[src/rtl/bus_arbiter.sv]
// Two-master round-robin arbiter for the shared SoC bus, with a bounded burst per owner.
// state | meaning: IDLE = no owner | OWN0 = CPU (M0) owns bus | OWN1 = M1 owns bus
module bus_arbiter #(
    parameter int ADDR_W    = 32,
    parameter int DATA_W    = 32,
    parameter int MAX_BURST = 8
) (
    input  logic              ACLK,
    input  logic              RESET,
    input  logic              M0_REQ,
    input  logic [ADDR_W-1:0] M0_ADDR,
    input  logic              M0_WE,
    input  logic [DATA_W-1:0] M0_WDATA,
    output logic              M0_GNT,
    output logic              M0_RVALID,
    output logic [DATA_W-1:0] M0_RDATA,
    input  logic              M1_REQ,
    input  logic [ADDR_W-1:0] M1_ADDR,
    input  logic              M1_WE,
    input  logic [DATA_W-1:0] M1_WDATA,
    output logic              M1_GNT,
    output logic              M1_RVALID,
    output logic [DATA_W-1:0] M1_RDATA,
    output logic [ADDR_W-1:0] ADDR,
    output logic [DATA_W-1:0] DATA_O,
    output logic              WRSTB,
    output logic              RDSTB,
    input  logic [DATA_W-1:0] DATA_I
);

    localparam int CNT_W = (MAX_BURST > 1) ? $clog2(MAX_BURST) : 1;
    localparam logic [CNT_W-1:0] CNT_LAST = CNT_W'(MAX_BURST - 1);

    localparam logic [1:0] S_IDLE = 2'd0;
    localparam logic [1:0] S_OWN0 = 2'd1;
    localparam logic [1:0] S_OWN1 = 2'd2;

    logic [1:0]       r_state;
    logic [1:0]       w_state_nxt;
    logic             r_last;
    logic             w_last_nxt;
    logic [CNT_W-1:0] r_cnt;
    logic [CNT_W-1:0] w_cnt_nxt;
    logic             r_rd_pend;
    logic             r_rd_own;

    logic w_own0;
    logic w_own1;
    logic w_req_oth;
    logic w_xfer;
    logic w_we;

    assign w_own0    = (r_state == S_OWN0);
    assign w_own1    = (r_state == S_OWN1);
    assign w_req_oth = w_own1 ? M0_REQ : M1_REQ;
    assign w_xfer    = (w_own0 & M0_REQ) | (w_own1 & M1_REQ);
    assign w_we      = w_own1 ? M1_WE : M0_WE;

    assign M0_GNT = w_own0 & M0_REQ;
    assign M1_GNT = w_own1 & M1_REQ;
    assign ADDR   = w_xfer ? (w_own1 ? M1_ADDR : M0_ADDR) : '0;
    assign DATA_O = w_xfer ? (w_own1 ? M1_WDATA : M0_WDATA) : '0;
    assign WRSTB  = w_xfer & w_we;
    assign RDSTB  = w_xfer & ~w_we;

    // RVALID is masked while RESET is high so an aborted read never reports data.
    assign M0_RVALID = r_rd_pend & ~r_rd_own & ~RESET;
    assign M1_RVALID = r_rd_pend & r_rd_own & ~RESET;
    assign M0_RDATA  = DATA_I;
    assign M1_RDATA  = DATA_I;

    always_comb begin
        w_state_nxt = r_state;
        w_last_nxt  = r_last;
        w_cnt_nxt   = r_cnt;
        case (r_state)
            S_IDLE: begin
                w_cnt_nxt = '0;
                if (M0_REQ && M1_REQ) begin
                    w_state_nxt = r_last ? S_OWN0 : S_OWN1;
                    w_last_nxt  = ~r_last;
                end else if (M0_REQ) begin
                    w_state_nxt = S_OWN0;
                    w_last_nxt  = 1'b0;
                end else if (M1_REQ) begin
                    w_state_nxt = S_OWN1;
                    w_last_nxt  = 1'b1;
                end
            end
            S_OWN0, S_OWN1: begin
                if (!w_xfer) begin
                    w_cnt_nxt = '0;
                    if (w_req_oth) begin
                        w_state_nxt = w_own1 ? S_OWN0 : S_OWN1;
                        w_last_nxt  = w_own0;
                    end else begin
                        w_state_nxt = S_IDLE;
                    end
                end else if (w_req_oth && (r_cnt == CNT_LAST)) begin
                    // burst exhausted: hand over on the same edge, no bubble
                    w_state_nxt = w_own1 ? S_OWN0 : S_OWN1;
                    w_last_nxt  = w_own0;
                    w_cnt_nxt   = '0;
                end else if (r_cnt != CNT_LAST) begin
                    w_cnt_nxt = r_cnt + 1'b1;
                end
            end
            default: begin
                w_state_nxt = S_IDLE;
                w_cnt_nxt   = '0;
            end
        endcase
    end

    always_ff @(posedge ACLK) begin
        if (RESET) begin
            r_state   <= S_IDLE;
            r_last    <= 1'b1;
            r_cnt     <= '0;
            r_rd_pend <= 1'b0;
            r_rd_own  <= 1'b0;
        end else begin
            r_state   <= w_state_nxt;
            r_last    <= w_last_nxt;
            r_cnt     <= w_cnt_nxt;
            r_rd_pend <= w_xfer & ~w_we;
            if (w_xfer && !w_we) begin
                r_rd_own <= w_own1;
            end
        end
    end

endmodule

[config.mk]
export PLATFORM = sky130hd
export DESIGN_NAME = bus_arbiter
export DESIGN_NICKNAME = d
export VERILOG_FILES = /design/src/rtl/bus_arbiter.sv
export SDC_FILE = /design/constraint.sdc
export NUM_CORES = 1
export LEC_CHECK = 0
export ABC_CLOCK_PERIOD_IN_PS = 1620
export CORE_AREA = 2 2 116 118
export DETAILED_ROUTE_END_ITERATION = 6
export DIE_AREA = 0 0 118 120
export SYNTH_ARGS = -nofsm -noshare
export SYNTH_HDL_FRONTEND = slang
export SYNTH_SLANG_ARGS = --single-unit
export TNS_END_PERCENT = 30
[constraint.sdc]
create_clock -name ACLK -period 1.62 [get_ports ACLK]
set_clock_uncertainty 0.1 [all_clocks]
set_input_delay 0.162 -clock ACLK [delete_from_list [all_inputs] [get_ports ACLK]]
set_output_delay 0.162 -clock ACLK [all_outputs]
set_load 0.02 [all_outputs]
==> results.yml <==
outcome:
  outcome: "complete, but fails checks"
  failed_checks: "setup timing"
power:
  combPwrFrac: 0.865
  p_switching_uw: 2033
  seqPwrFrac: 0.053
  vdd_drop_max_uv: 599.9
  p_int_uw: 3066
  p_leak_uw: 0.002013
  p_sw_frac: 0.3987
  pwr-share-clk: 0.082
  p_per_area_nw_per_um2: 1004
  power_uw: 5099
timing:
  fmax_mhz: 510.0
  worst-slew-pin-transition_ns: 0.2735
  setup_ws_ns: -0.3408
  setup_viol: 73
  fin_crit_sh: 1.210
  rsz0062_at_grt: "true"
  hold_violations: 0
  period_needed_ns: 1.961
  slew_viol_final: 0
  slew_headroom: 0.8177
  hold_slack_ns: 0.2240
die:
  start_util: 0.1601
  die_h_um: 120
  die_area_um2: 14160
  core_um2: 12980
  fp.dieW_um: 118
  rows: 42
  ios: 300
drt:
  wl_per_cell_um: 16.30
  drc: 0
  vias: 2610
  drtAntennaViolNets: 0
  finalWirelength_mm: 10.53
  viasPerCell: 4.040
  drt_iter0_drc: 101
  dr.pass1.iters: 4
setup_path:
  cp_num_buf_inv: 5
  required_ns: 1.36
  path_class: "register to output port"
  crit_path_cell_trace: "buf_4, ha_4, buf_12, buf_4, buf_6, mux2i_4, nor2_2, buf_6"
  critPathSlowestCell: "dfxtp_4"
  crit_fanout: 15
  crit_family: "buffers and inverters"
  slowest_delay_ns: 0.35
  end_kind: "output port"
  cp-start-kind: "register"
  cp_data_arrival_time_ns: 1.70
yosys:
  synth.area.top_cells: "mux2i_1, buf_4, nor2_1"
  yosys_warnings: 0
  synth_seq_cells: 8
  synthCells: 285
  synth_nets: 458
  avgSynthCellArea_um2: 7.292
  synth_top_area_cell: "mux2i_1"
  synth_cell_types: 37
  syn-cell-area_um2: 2078
  yosysSeqAreaShare: 0.07706
  yosysTopAreaCellShare: 0.3227
global_route:
  grt_usage: 0.1246
  grt_overflow: 0
  grt_max_degree: 37
  grt_pass1_wl_mm: 14.39
  grt_pass1_vias: 2610
  antenna_found_initial: 0
worst_hold_path:
  holdCritPathClass: "input port to output port"
clocking:
  clk_latency_ns: 0.23
  cts_tree: "built"
  cts_buffer_depth: 2
  numCtsBuffers: 3
  clk_pin_slew_ns: 0.04
  root_buffer: "clkbuf_16"
  clock-sinks: 8
  htreeDepth: 1
placed_design:
  gp_congestion: 0.7671
  place_ws_ns: -0.4953
  hpwl_mm: 7.512
  port_buffers: 203
  placed_area_um2: 4253
layout:
  finalNetCount: 645
  final_area_um2: 5077
  synthToLayoutAreaGrowth_pct: 144.3
  layout_common_cells: "clkdlybuf4s50_1, buf_6, mux2i_1, nor2_2, buf_4"
  final_common_cell: "clkdlybuf4s50_1"
  drive_gt1_frac: 0.4809
  num_antenna_cells: 0
run:
  cap_viol_max_count: 0
## final timing paths
path                                  from      endpoint  cells after the start  slack (ns)
worst min register to register    r_cnt[2]      r_cnt[2]                      2        0.42
worst max-delay path            r_state[1]      ADDR[14]                      8       -0.34
worst max register to register  r_state[1]    r_state[0]                      8       -0.31
worst min-delay path            DATA_I[12]  M0_RDATA[12]                      0        0.22
## power groups by stage
stage / Combinational (uW) / Sequential [uW] / Clock (uW)
6_report: 4410 / 272 / 418
5_1_grt: 4650 / 276 / 439
4_1_cts: 3810 / 274 / 425
3_5_place_dp: 3240 / 268 / 0
3_3_place_gp: 3210 / 264 / 0
2_1_floorplan: 2070 / 256 / 0
## cells in the mapped netlist
| master | n |
|---|---|
| nor2_1 | 70 |
| mux2i_1 | 67 |
| buf_4 | 65 |
| buf_2 | 15 |
| dfxtp_1 | 8 |
| ha_1 | 7 |
| inv_1 | 6 |
| a21oi_1 | 5 |
| clkbuf_1 | 4 |
| nand2b_1 | 4 |
| o21ai_0 | 4 |
| a21boi_1 | 2 |
| and2_1 | 2 |
| nand3_1 | 2 |
| or3_1 | 2 |
| a211o_1 | 1 |
| a21boi_0 | 1 |
| a21o_1 | 1 |
| a22o_1 | 1 |
| a22oi_1 | 1 |
| a311o_1 | 1 |
| a31oi_1 | 1 |
| a32oi_1 | 1 |
| and3_1 | 1 |
| and3b_1 | 1 |
| mux2_2 | 1 |
| nand2_1 | 1 |
| nand4_1 | 1 |
| nor2b_1 | 1 |
| nor3b_1 | 1 |
| o2111ai_1 | 1 |
| o221a_2 | 1 |
| o22ai_1 | 1 |
| o31ai_2 | 1 |
| or2_2 | 1 |
| or4_1 | 1 |
| xor2_1 | 1 |
## metal layers
layer / GRT usage / up-vias / routed length [um] / part of all wire
met1: 0.1483 / 1190 / 4151 / 0.39
met3: 0.03517 / 5 / 846 / 0.080
met2: 0.2318 / 148 / 5490 / 0.52
li1: - / 1267 / - / -
met4: 0.007530 / 0 / 45 / 0.0043
met5: 0 / - / 0 / 0
## sequential cells by signal (all words and copies together), names as in the netlist
name and flops:
r_cnt 3, r_last 1, r_rd_own 1, r_rd_pend 1
r_state 2
## logic make-up after synthesis
kind of cell               share of synthesized area
muxes                                         0.3281
buffers and inverters                         0.2890
and+or+nand+nor                               0.1806
xor gates and xnor gates                    0.004215
AOI/OAI and AO/OA                            0.07887
DFF                                          0.07706
adders and majority gates                    0.04214
## worst reg2reg max path, delay by kind of cell (launching register included)
kind	cells	cell delay, ns
and+or+nand+nor	2	0.57
buffers and inverters	3	0.40
DFF	1	0.37
AOI/OAI and AO/OA	2	0.25
adders and majority gates	1	0.15
## repair_timing
| action | CTS | global route |
|---|---|---|
| setup buffers | 17 | 6 |
| pin swaps | 1 | 12 |
| resized for setup | 376 | 86 |
| hold buffers | 0 | 0 |
| gates cloned | 5 | 7 |
| setup endpoints to repair | 74 | 74 |
## per-stage QoR
step | cells | util | setup TNS (ns)
2_1_floorplan | 285 | - | -0.07062
3_3_place_gp | 614 | 0.3276 | -29.37
3_5_place_dp | 614 | 0.3276 | -30.90
4_1_cts | 638 | 0.3589 | -22.42
5_1_grt | 646 | 0.3912 | -24.26
6_report | 646 | 0.3912 | -20.65
## cell type report
| class | count | area (um2) |
|---|---|---|
| clock buffers | 3 | 75.07 |
| multi-input cells | 187 | 1742 |
| well taps | 176 | 220.2 |
| repair buffers | 266 | 2845 |
| flip-flops and latches | 8 | 167.7 |
| inverters | 6 | 27.53 |
| fillers | 1276 | 7903 |
No activity file was read; power rests on OpenSTA's default activity.
==> patch, RTL diff (same settings) <==
Set the parameter `ADDR_W` to 16 (it was 32).
--- a/src/rtl/bus_arbiter.sv
+++ b/src/rtl/bus_arbiter.sv
@@ -2,5 +2,5 @@
 // state | meaning: IDLE = no owner | OWN0 = CPU (M0) owns bus | OWN1 = M1 owns bus
 module bus_arbiter #(
-    parameter int ADDR_W    = 32,
+    parameter int ADDR_W    = 16,
     parameter int DATA_W    = 32,
     parameter int MAX_BURST = 8
Interface: changed (resized ADDR, M0_ADDR and M1_ADDR); port bits go from 300 to 252. The function was not compared with the original's and may differ.
==> patch against the unedited design <==
The run still ends with setup timing left. Power down 30%. Sequential cell count unchanged. Combinational power down 35%. Die area unchanged. Global-route usage down 2.2 points. Highest routed layer unchanged. Critical path depth unchanged. Wire length down 25%. Critical path type unchanged. Area after synthesis down 11%. Worst setup slack better by 0.054 ns. Critical endpoint is now DATA_O[1]. Cell area down 29%.
==> patch: results (changes against the unedited design) <==
| Metric | Value |
|---|---|
| Outcome | `complete, but fails checks` |
| Failing checks | `setup timing` |
| Final Power | `3560 uW (-30%)` |
| Met3 Resource Use GR | `4.09% (+0.57 points)` |
| I/O Buffers | `155 (-24%)` |
| P_leak | `0.00150 uW (-26%)` |
| DRT met1 WL | `3050 um (-27%)` |
| Area occupied by multi-input gates | `1260 um2 (-28%)` |
| Syn_nets | `390 (-15%)` |
| Capturing point of the worst reg2reg path | `r_last` |
| Via count | `2053 (-21%)` |
| Antenna violations before repair | `1 (+1)` |
| Most frequent cells after synthesis | `66 x buf_4, 54 x nor2_1, 51 x mux2i_1` |
| Sum of negative setup slack | `-13.26 ns (+7.39 ns)` |
| Hold EP | `M0_RDATA[10]` |
| Detailed Place HPWL | `5920 um (-21%)` |
| Combinational Power Share | `80.5% (-6.0 points)` |
| Final setup fails | `54 (-26%)` |
| Met1 usage in global routing | `11.8% (-3.0 points)` |
| VDD IR-drop max | `437 uV (-27%)` |
| Placed cell area | `3360 um2 (-21%)` |
| Largest net degree at the start of global routing | `19 (-49%)` |
| TritonCTS buffer count | `3 (unchanged)` |
| Cell-internal power | `2130 uW (-31%)` |
| Share of cells above drive strength 1 | `35.9% (-12 points)` |
| Min-delay worst type | `in2out` |
| CTS resizes | `249 (-34%)` |
| Rel. slew slack | `86.1% (+4.4 points)` |
| Final WL | `7910 um (-25%)` |
| CP Max Fanout | `7 (-8)` |
| First-pass GRT wire length | `11600 um (-19%)` |
| DR WL met3 | `720 um (-15%)` |
| Met2 WL post-DR | `4080 um (-26%)` |
| Fin nets | `505 (-22%)` |
| CP Capture Point | `DATA_O[1]` |
| Ranking of synthesized cells by area | `mux2i_1 28%, buf_4 27%, nor2_1 11%, dfxtp_1 8.7%, ha_1 4.7%` |
| Critical Path AT | `1.65 ns (-0.05 ns)` |
| GRT met2 Usage | `18.2% (-4.9 points)` |
| Synth unique cells | `42 (+14%)` |
| Setup repair bufs after CTS | `7 (-10)` |
| Post-Place Cells | `522 (-15%)` |
| Post-synthesis sequential area ratio | `8.65% (+0.95 points)` |
| Hold wc startpoint | `DATA_I[10]` |
| PnR worst setup slack | `-0.287 ns (+0.0537 ns)` |
| Fin cells | `539 (-17%)` |
| Final Wtd Congestion | `0.728 (-5.1%)` |
| R2R setup slack | `-0.23 ns (+0.08 ns)` |
==> patch: cell families (layout without fill, tap and decap cells) <==
family	count (synthesis)	in the layout	synth area share, %
AOI/OAI and AO/OA	23	23	9.33
xor gates and xnor gates	1	1	0.473
adders and majority gates	7	7	4.73
buffers and inverters	86	199	31.5
DFF	8	8	8.65
muxes	52	52	28.2
other	0	1	0
and+or+nand+nor	72	72	17.1
==> patch: layout make-up <==
type | count | share of cell area [%]
antenna | 1 | 0.0692
clock buffer | 3 | 2.08
inverter | 6 | 0.762
multi-input combinational | 155 | 34.9
sequential | 8 | 4.64
tap | 176 | 6.09
timing repair buffer | 190 | 51.5
==> patch: worst max-delay path, stage by stage (launching register included) <==
cell,delay [ns]
dfxtp_4,0.34
buf_6,0.11
ha_4,0.17
buf_12,0.15
buf_16,0.14
buf_4,0.13
mux2i_1,0.14
nor2_1,0.06
buf_4,0.15
